## src/rtl/branch_predictor_btb_if.sv

```systemverilog
// Fetch/execute-facing bundle of the branch predictor: lookup request/prediction,
// resolved-branch feedback and the registered redirect.
`ifndef PC_SIZE
`define PC_SIZE 16
`endif

interface branch_predictor_btb_if #(
    parameter int PC_SIZE = `PC_SIZE,
    parameter int IDX     = 4
);
    logic [PC_SIZE-1:0] lookup_pc;
    logic               predict_taken;
    logic [PC_SIZE-1:0] predict_target;
    logic [IDX-1:0]     predict_ghr;

    logic               fb_valid;
    logic               fb_branch;
    logic               fb_jump;
    logic [PC_SIZE-1:0] fb_pc;
    logic [PC_SIZE-1:0] fb_predict_target;
    logic [PC_SIZE-1:0] fb_feedback_target;
    logic               fb_predict_taken;
    logic               fb_feedback_taken;
    logic [IDX-1:0]     fb_ghr;

    logic               mispredict;
    logic [PC_SIZE-1:0] redirect_pc;

    modport master (
        output lookup_pc, fb_valid, fb_branch, fb_jump, fb_pc, fb_predict_target,
               fb_feedback_target, fb_predict_taken, fb_feedback_taken, fb_ghr,
        input  predict_taken, predict_target, predict_ghr, mispredict, redirect_pc
    );

    modport slave (
        input  lookup_pc, fb_valid, fb_branch, fb_jump, fb_pc, fb_predict_target,
               fb_feedback_target, fb_predict_taken, fb_feedback_taken, fb_ghr,
        output predict_taken, predict_target, predict_ghr, mispredict, redirect_pc
    );
endinterface

```

## src/rtl/branch_predictor_btb.sv

```systemverilog
// Direct-mapped BTB with saturating direction counters (bimodal or gshare index),
// table-initialisation sweep after reset/clear, and registered mispredict redirect.
`ifndef PC_SIZE
`define PC_SIZE 16
`endif

module branch_predictor_btb #(
    parameter int PC_SIZE  = `PC_SIZE,
    parameter int ENTRIES  = 16,
    parameter int CTR_BITS = 2,
    parameter int GSHARE   = 0
) (
    input  logic clk,
    input  logic n_rst,
    input  logic clear,
    output logic ready,
    branch_predictor_btb_if.slave bus
);
    localparam int IDX   = $clog2(ENTRIES);
    localparam int TAG_W = PC_SIZE - IDX;
    localparam logic [CTR_BITS-1:0] CTR_WEAK_NT = CTR_BITS'((1 << (CTR_BITS - 1)) - 1);
    localparam logic [CTR_BITS-1:0] CTR_MAX     = '1;

    typedef enum logic {ST_INIT, ST_RUN} state_t;

    state_t             state_reg, state_next;
    logic [IDX-1:0]     idx_reg, idx_next;
    logic [IDX-1:0]     ghr_reg, ghr_next, ghr_shift;
    logic               mispredict_reg, mispredict_next;
    logic [PC_SIZE-1:0] redirect_reg, redirect_next;

    logic               valid_mem  [ENTRIES];
    logic               jump_mem   [ENTRIES];
    logic [TAG_W-1:0]   tag_mem    [ENTRIES];
    logic [PC_SIZE-1:0] target_mem [ENTRIES];
    logic [CTR_BITS-1:0] ctr_mem   [ENTRIES];

    // Lookup path
    logic [IDX-1:0]   ghr_eff, lk_idx, lk_ctr_idx;
    logic [TAG_W-1:0] lk_tag;
    logic             lk_hit, lk_taken;

    assign ready      = (state_reg == ST_RUN);
    assign ghr_eff    = (GSHARE != 0) ? ghr_reg : '0;
    assign lk_idx     = bus.lookup_pc[IDX-1:0];
    assign lk_tag     = bus.lookup_pc[PC_SIZE-1:IDX];
    assign lk_ctr_idx = lk_idx ^ ghr_eff;
    assign lk_hit     = valid_mem[lk_idx] && (tag_mem[lk_idx] == lk_tag);
    assign lk_taken   = ready && lk_hit && (jump_mem[lk_idx] || ctr_mem[lk_ctr_idx][CTR_BITS-1]);

    assign bus.predict_taken  = lk_taken;
    assign bus.predict_target = lk_taken ? target_mem[lk_idx] : bus.lookup_pc + PC_SIZE'(1);
    assign bus.predict_ghr    = ghr_eff;
    assign bus.mispredict     = mispredict_reg;
    assign bus.redirect_pc    = redirect_reg;

    // Feedback path; clear in the same cycle drops the feedback entirely
    logic                fb_accept, fb_miss;
    logic [IDX-1:0]      fb_idx, fb_ctr_idx;
    logic [CTR_BITS-1:0] fb_ctr_old, fb_ctr_new;

    assign fb_accept  = (state_reg == ST_RUN) && !clear && bus.fb_valid
                        && (bus.fb_branch || bus.fb_jump);
    assign fb_idx     = bus.fb_pc[IDX-1:0];
    assign fb_ctr_idx = fb_idx ^ ((GSHARE != 0) ? bus.fb_ghr : '0);
    assign fb_ctr_old = ctr_mem[fb_ctr_idx];
    assign fb_miss    = (bus.fb_predict_taken != bus.fb_feedback_taken)
                        || (bus.fb_predict_taken && bus.fb_feedback_taken
                            && (bus.fb_predict_target != bus.fb_feedback_target));

    generate
        if (IDX > 1) begin : g_ghr_wide
            assign ghr_shift = {ghr_reg[IDX-2:0], bus.fb_feedback_taken};
        end else begin : g_ghr_one
            assign ghr_shift = bus.fb_feedback_taken;
        end
    endgenerate

    always_comb begin
        fb_ctr_new = fb_ctr_old;
        if (bus.fb_feedback_taken) begin
            if (fb_ctr_old != CTR_MAX) fb_ctr_new = fb_ctr_old + CTR_BITS'(1);
        end else begin
            if (fb_ctr_old != '0) fb_ctr_new = fb_ctr_old - CTR_BITS'(1);
        end
    end

    always_comb begin
        state_next      = state_reg;
        idx_next        = idx_reg;
        ghr_next        = ghr_reg;
        mispredict_next = 1'b0;
        redirect_next   = redirect_reg;
        case (state_reg)
            ST_INIT: begin
                idx_next = idx_reg + IDX'(1);
                if (idx_reg == IDX'(ENTRIES - 1)) state_next = ST_RUN;
            end
            ST_RUN: begin
                if (clear) begin
                    state_next = ST_INIT;
                    idx_next   = '0;
                end
            end
            default: state_next = ST_INIT;
        endcase
        if (fb_accept) begin
            if (fb_miss) begin
                mispredict_next = 1'b1;
                redirect_next   = bus.fb_feedback_taken ? bus.fb_feedback_target
                                                        : bus.fb_pc + PC_SIZE'(1);
            end
            if ((GSHARE != 0) && bus.fb_branch) ghr_next = ghr_shift;
        end
    end

    always_ff @(posedge clk or negedge n_rst) begin
        if (!n_rst) begin
            state_reg      <= ST_INIT;
            idx_reg        <= '0;
            ghr_reg        <= '0;
            mispredict_reg <= 1'b0;
            redirect_reg   <= '0;
        end else begin
            state_reg      <= state_next;
            idx_reg        <= idx_next;
            ghr_reg        <= ghr_next;
            mispredict_reg <= mispredict_next;
            redirect_reg   <= redirect_next;
        end
    end

    // Table storage is never reset; the INIT sweep brings it to a known state
    always_ff @(posedge clk) begin
        if (state_reg == ST_INIT) begin
            valid_mem[idx_reg] <= 1'b0;
            ctr_mem[idx_reg]   <= CTR_WEAK_NT;
        end else if (fb_accept) begin
            if (bus.fb_branch) ctr_mem[fb_ctr_idx] <= fb_ctr_new;
            if (bus.fb_feedback_taken) begin
                valid_mem[fb_idx]  <= 1'b1;
                jump_mem[fb_idx]   <= bus.fb_jump;
                tag_mem[fb_idx]    <= bus.fb_pc[PC_SIZE-1:IDX];
                target_mem[fb_idx] <= bus.fb_feedback_target;
            end
        end
    end
endmodule

```

## src/flat_wrapper.sv

```systemverilog
// flat-port wrapper written by rule: the top's interface ports become plain ports
module branch_predictor_btb_flat 
#(
    parameter int PC_SIZE  = `PC_SIZE,
    parameter int ENTRIES  = 16,
    parameter int CTR_BITS = 2,
    parameter int GSHARE   = 0
)
  (clk, n_rst, clear, ready, bus_lookup_pc, bus_fb_valid, bus_fb_branch, bus_fb_jump, bus_fb_pc, bus_fb_predict_target, bus_fb_feedback_target, bus_fb_predict_taken, bus_fb_feedback_taken, bus_fb_ghr, bus_predict_taken, bus_predict_target, bus_predict_ghr, bus_mispredict, bus_redirect_pc);
  branch_predictor_btb_if #(.PC_SIZE(PC_SIZE), .IDX(4)) bus_i ();
  input  logic clk;
  input  logic n_rst;
  input  logic clear;
  output logic ready;
  input wire logic [$bits(bus_i.lookup_pc)-1:0] bus_lookup_pc;
  input wire logic [$bits(bus_i.fb_valid)-1:0] bus_fb_valid;
  input wire logic [$bits(bus_i.fb_branch)-1:0] bus_fb_branch;
  input wire logic [$bits(bus_i.fb_jump)-1:0] bus_fb_jump;
  input wire logic [$bits(bus_i.fb_pc)-1:0] bus_fb_pc;
  input wire logic [$bits(bus_i.fb_predict_target)-1:0] bus_fb_predict_target;
  input wire logic [$bits(bus_i.fb_feedback_target)-1:0] bus_fb_feedback_target;
  input wire logic [$bits(bus_i.fb_predict_taken)-1:0] bus_fb_predict_taken;
  input wire logic [$bits(bus_i.fb_feedback_taken)-1:0] bus_fb_feedback_taken;
  input wire logic [$bits(bus_i.fb_ghr)-1:0] bus_fb_ghr;
  output wire logic [$bits(bus_i.predict_taken)-1:0] bus_predict_taken;
  output wire logic [$bits(bus_i.predict_target)-1:0] bus_predict_target;
  output wire logic [$bits(bus_i.predict_ghr)-1:0] bus_predict_ghr;
  output wire logic [$bits(bus_i.mispredict)-1:0] bus_mispredict;
  output wire logic [$bits(bus_i.redirect_pc)-1:0] bus_redirect_pc;
  assign bus_i.lookup_pc = bus_lookup_pc;
  assign bus_i.fb_valid = bus_fb_valid;
  assign bus_i.fb_branch = bus_fb_branch;
  assign bus_i.fb_jump = bus_fb_jump;
  assign bus_i.fb_pc = bus_fb_pc;
  assign bus_i.fb_predict_target = bus_fb_predict_target;
  assign bus_i.fb_feedback_target = bus_fb_feedback_target;
  assign bus_i.fb_predict_taken = bus_fb_predict_taken;
  assign bus_i.fb_feedback_taken = bus_fb_feedback_taken;
  assign bus_i.fb_ghr = bus_fb_ghr;
  assign bus_predict_taken = bus_i.predict_taken;
  assign bus_predict_target = bus_i.predict_target;
  assign bus_predict_ghr = bus_i.predict_ghr;
  assign bus_mispredict = bus_i.mispredict;
  assign bus_redirect_pc = bus_i.redirect_pc;
  branch_predictor_btb #(.PC_SIZE(PC_SIZE), .ENTRIES(ENTRIES), .CTR_BITS(CTR_BITS), .GSHARE(GSHARE)) u_core (.clk(clk), .n_rst(n_rst), .clear(clear), .ready(ready), .bus(bus_i));
endmodule
```

## config.mk

```make
export PLATFORM = sky130hd
export DESIGN_NAME = branch_predictor_btb_flat
export DESIGN_NICKNAME = d
export VERILOG_FILES = /design/src/rtl/branch_predictor_btb_if.sv /design/src/rtl/branch_predictor_btb.sv /design/src/flat_wrapper.sv
export SDC_FILE = /design/constraint.sdc
export NUM_CORES = 1
export LEC_CHECK = 0
export CORE_MARGIN = 10
export CORE_UTILIZATION = 45
export DETAILED_ROUTE_END_ITERATION = 8
export GPL_TIMING_DRIVEN = 0
export PLACE_DENSITY = 0.66
export RECOVER_POWER = 50
export SETUP_SLACK_MARGIN = 0.3
export SYNTH_ARGS = -nofsm -noshare
export SYNTH_HDL_FRONTEND = slang
export SYNTH_SLANG_ARGS = --single-unit
```

## constraint.sdc

```tcl
create_clock -name clk -period 5.1 [get_ports clk]
set_input_delay 1.02 -clock clk [delete_from_list [all_inputs] [get_ports clk]]
set_output_delay 1.02 -clock clk [all_outputs]
set_load 0.05 [all_outputs]
```

---- After elaboration in Yosys (flattened, before gate mapping) ----
Memories as Yosys holds them, arrays and structs flattened.
Index checks and enable logic that the tools add are counted.
storage, ports and cells
  flip-flop bits (word level) ............. 22
  memory bits (writable) .................. 512
  bits of input ports ..................... 76
  output and inout bits ................... 39
  logic and storage cells ................. 64
  memories ................................ 5
operators by class
  add/subtract/negate cells ............... 5
  equality and inequality tests ........... 6
  muxes and demuxes ....................... 27
  bitwise logic cells ..................... 1
  reduce and logical (&&, ||, !) cells .... 16
memories
  name               words  width  rd ports  clocked after Yosys merged registers in  write ports  RTL line                    source
  u_core.target_mem  16     16     1         0                                        1            branch_predictor_btb.sv:35  logic [PC_SIZE-1:0] target_mem [ENTRIES];
  u_core.tag_mem     16     12     1         0                                        1            branch_predictor_btb.sv:34  logic [TAG_W-1:0] tag_mem [ENTRIES];
  u_core.ctr_mem     16     2      2         0                                        1            branch_predictor_btb.sv:36  logic [CTR_BITS-1:0] ctr_mem [ENTRIES];
  u_core.jump_mem    16     1      1         0                                        1            branch_predictor_btb.sv:33  logic jump_mem [ENTRIES];
  u_core.valid_mem   16     1      1         0                                        1            branch_predictor_btb.sv:32  logic valid_mem [ENTRIES];
operator list
  cell                                              number
  adder 16 x 1 -> 16 bit, second input constant     2
  2-to-1 mux 16 bit                                 2
  2-to-1 mux 1 bit                                  16
  != test 16 bit                                    1
  equality test 12 bit                              1
  2-to-1 mux 4 bit                                  3
  logical AND 1 bit                                 8
  2-to-1 mux 2 bit                                  4
  case mux 4 bit (2 select lines)                   1
  adder 4 x 1 -> 4 bit, second input constant       1
  equality test 4 bit, second input constant        1
  != test 2 bit, second input constant              2
  logical OR 1 bit                                  3
  adder 2 x 1 -> 2 bit, second input constant       1
  case mux 1 bit (2 select lines)                   1
  AND reduction 2 bit                               1
  nonzero test 2 bit                                1
  OR reduction 2 bit                                1
  subtractor 2 x 1 -> 2 bit, second input constant  1
  logical NOT 1 bit                                 1
  != test 1 bit                                     1
  inverter 1 bit                                    1
  OR reduction 1 bit                                1

---- Depth between registers and ports, before layout ----
  depth in word-level cells ............... 9
  mapped depth ............................ 12
  gate-level depth less buffers ........... 8

---- Least setup slack after synthesis ----
Ideal clock, no wire load.
  path kind ............................... input to output
  start ................................... input port bus_lookup_pc[2]
  end ..................................... output port bus_predict_target[0]
  arrival time ............................ 3.882 ns
  required time ........................... 4.080 ns
  slack ................................... 0.198 ns
  cell stages on the path ................. 9
  buffers on the path ..................... 3
  path through ............................ buf_2 buf_1 mux4_2 a221oi_2 xnor2_1 nor4b_2 nand4_4 buf_6 mux2i_1
between the ends
  word-level cells in the longest chain between the ends .. 6
  elaborated cells on any way between the ends .. 11
  those cells by class .................... eq/ne: 1; mux: 1; reduce/logical: 4; memory: 5
ends and longest elaborated chain
  element                         RTL line                    source
  start, declared                 flat_wrapper.sv:15          input wire logic [$bits(bus_i.lookup_pc)-1:0] bus_lookup_pc;
  memory (16 x 12 bit)            -
  equality test 12 bit            branch_predictor_btb.sv:48  assign lk_hit = valid_mem[lk_idx] && (tag_mem[lk_idx] == lk_tag);
  logical AND 1 bit               branch_predictor_btb.sv:48
  logical AND 1 bit (2 in a row)  branch_predictor_btb.sv:49  assign lk_taken = ready && lk_hit && (jump_mem[lk_idx] || ctr_mem[lk_ctr_idx][CTR_BITS-1]);
  2-to-1 mux 16 bit (*)           branch_predictor_btb.sv:52  assign bus.predict_target = lk_taken ? target_mem[lk_idx] : bus.lookup_pc + PC_SIZE'(1);
  end, declared                   flat_wrapper.sv:26          output wire logic [$bits(bus_i.predict_target)-1:0] bus_predict_target;
Mark *: on every way between the ends. The rest lies on a longest branch, timed or not.

---- Final worst setup path ----
  start ................................... input port bus_lookup_pc[0]
  end ..................................... output port bus_predict_target[6]
The elaborated chain is that of the path after synthesis.

==> impl_metrics.tcl <==
set metrics [dict create \
    vdd_ir_drop_max_v 0.0003413 \
    hp-start "u_core.bus.redirect_pc[11]" \
    p_int_w 0.007677 \
    drc 0 \
    worstPathCellList "buf_12, buf_12, buf_4, buf_16, mux4_2, mux2i_1, mux2i_1, xor2_1, nor4_4, nand4_4, buf_12, buf_12, mux2_4, buf_8" \
    place_congestion 0.8588 \
    vias_per_cell 5.872 \
    fin_cells 2052 \
    min_to "u_core.bus.redirect_pc[11]" \
    ys_seq_elements 534 \
    yosys_most_used_dff "edfxtp_1" \
    fin_crit_sh_pct 94.88 \
    synthMuxAreaShare_pct 17.45 \
    finalSetupViolations 0 \
    grt_pass1_wl_mm 84.40 \
    die-area_um2 58400 \
    power.density_nw_per_um2 380.5 \
    ys_warn_count 0 \
    crit_type "in -> out" \
    grt_usage_pct 19.69 \
    min_delay_path_depth 1 \
    synth_top_family_by_area "multiplexers" \
    endpoint_kind "primary output" \
    cp_common_cell "buf_12" \
    slew_headroom_pct -18.50 \
    ff2ff_path_depth 7 \
    grt_overflow 0 \
    finish.utilization_pct 55.15 \
    fmax_mhz 206.7 \
    finalCriticalPeriod_ns 4.839 \
    synthAdderAreaFrac_pct 0.4414 \
    ys_top_cells_by_count "edfxtp_1, mux4_2, nor2_1" \
    crit_required_ns 4.08 \
    yosysSeqAreaShare_pct 72.03 \
    nets 1430 \
    routed_wl_mm 58.22 \
    status "complete, but fails checks" \
    io_pins 115 \
    synth_compound_area_share_pct 1.935 \
    largest_reg_flops 256 \
    port_buffers 103 \
    dpl.cell_count 1928 \
    rsz0062_at_grt "true" \
    synth-async-reset-ratio_pct 4.120 \
    clk_transition_reported_paths_ns 0.06 \
    drive_gt1_share_pct 28.33 \
    pwr-share-comb_pct 13.6 \
    synth_area_leaders "edfxtp_1, mux4_2, dfrtp_1" \
    reg.largest.list "u_core.target_mem (256), u_core.tag_mem (192), u_core.ctr_mem (32)" \
    hold_viol 0 \
    h-tree-depth 2 \
    drv_cap 1 \
    clkPwrFrac_pct 37.2 \
    clock_path_buffers 3 \
    failed_checks "max-capacitance violations, max-slew violations" \
    design_area_um2 26890 \
    cts_buffers 53 \
    coreArea_um2 48750 \
    cp.arrival_ns 3.82 \
    drt-initial-drc-count 1280 \
    clock_latency_ns 0.60 \
    critPathLaunch "bus_lookup_pc[0]" \
    yosysTopAreaCellShare_pct 69.54 \
    cp_num_buf_inv 7 \
    max_stage_delay_ns 0.50 \
    whs_ns 0.5083 \
    vias 12049 \
    hp-class "reg -> reg" \
    grt_pass1_vias 12253 \
    yosysMostFrequentCell "edfxtp_1" \
    syn_to_final_growth_pct 21.60 \
    top_register "u_core.target_mem" \
    synth_area_um2 22110 \
    top_usage_layer "met2" \
    grt_max_degree 24 \
    timing.rr.end "u_core.tag_mem[15][9]" \
    cts.sinks 534 \
    ys_types 57 \
    grt_use_met3_pct 4.773 \
    dr.pass1.iters 5 \
    r2r-start "u_core.ready" \
    cts_tree "built" \
    startpoint_type "input port" \
    cp_top_family "multiplexers" \
    routedWlPerCell_um 28.37 \
    clockRootBuffer "clkbuf_16" \
    power.total_w 0.01023 \
    synth_top_area_cell "edfxtp_1" \
    synth_xor_area_share_pct 2.298 \
    drv_slew 12 \
    synth-simple-area-share_pct 4.227 \
    syn_inst 1132 \
    die_height_um 241.7 \
    use_met2_pct 30.04 \
    finClkSkew_ns 0.02231 \
    fp-row-count 81 \
    path_max_fanout 7 \
    initial_core_util_pct 45.36 \
    dpl_cell_area_um2 24480 \
    switching_power_w 0.002553 \
    switching_share_pct 24.96 \
    critical_path.slowest_cell "mux4_2" \
    grt_util_met1_pct 27.48 \
    rrSetupSlack_ns 1.47 \
    synth.avg_cell_area_um2 19.53 \
    pwr-share-seq_pct 49.1 \
    worstMarginPinSlew_ns 1.771 \
    detail-route-antenna-nets 0 \
    hpwl_mm 38.57 \
    die_x_um 241.7 \
    antenna_found_initial 5 \
    p_leak_nw 8.855 \
    synth_edf_count 512 \
]
[cell type report]
type	count	area (um2)
fillers	3729	21860
flip-flops and latches	534	15930
multi-input cells	530	6053
repair buffers	157	1788
clock buffers	67	1421
well taps	664	830.8
plain buffers	61	563.0
clock inverters	28	260.3
inverters	10	41.29
diodes	1	2.502
[power by group through the flow]
stage	logic, W	clock network [W]	registers, W
2_1_floorplan	0.000633	0	0.00529
4_1_cts	0.00140	0.00387	0.00503
5_1_grt	0.00148	0.00404	0.00504
3_5_place_dp	0.00133	0	0.00512
6_report	0.00140	0.00381	0.00503
3_3_place_gp	0.00130	0	0.00511
[worst max-delay path by stage]
stage,end,cells past startpoint
6_report,bus_predict_target[6],14
5_1_grt,bus_predict_target[6],14
4_1_cts,bus_predict_target[6],13
3_5_place_dp,bus_predict_target[3],11
3_3_place_gp,u_core.target_mem[2][13],6
2_1_floorplan,bus_predict_target[0],9
[routing by layer]
metal	part of all wire [%]	wire [um]
met4	2.6	1536
met1	42	24340
met5	0	0
met2	46	26950
met3	9.3	5394
[stage by stage]
stage	worst slack (ns)	setup TNS, ns
floorplan	0.4124	0
global placement	-2.841	-742.14
detailed placement	-1.922	-29.86
CTS	0.2682	0
global route	0.1482	0
finish	0.2613	0
[cell usage in the layout, fill, tap and decap left out, types with 14 or more instances in the layout]
master           instances
mux4_2                 141
clkbuf_16               56
mux2_2                  17
o21ai_0                 16
nor2_1                  66
buf_12                  25
a21oi_1                 21
dlygate4sd3_1           49
nand2_1                 36
clkdlybuf4s50_1         34
buf_6                   32
mux2i_1                 25
edfxtp_1               512
nand3_1                 19
nor3_1                  14
clkbuf_1                27
xnor2_1                 21
buf_4                   33
xor2_1                  35
dfrtp_1                 22
[kinds of logic after synthesis]
logic type,Yosys count
compound gates,65
xor+xnor,58
fa+ha+maj,8
buf+inv,71
flops,534
mux,200
other cells,1
simple gates,195
[timing repair]
item / in CTS / in global routing
setup buffers: 18 / 6
pin swaps: 10 / 4
gates resized for setup: 227 / 19
hold buffers: 0 / 0
gates cloned: 3 / 1
setup endpoints to repair: 17 / 17
Power figures use the tool's default switching activity.
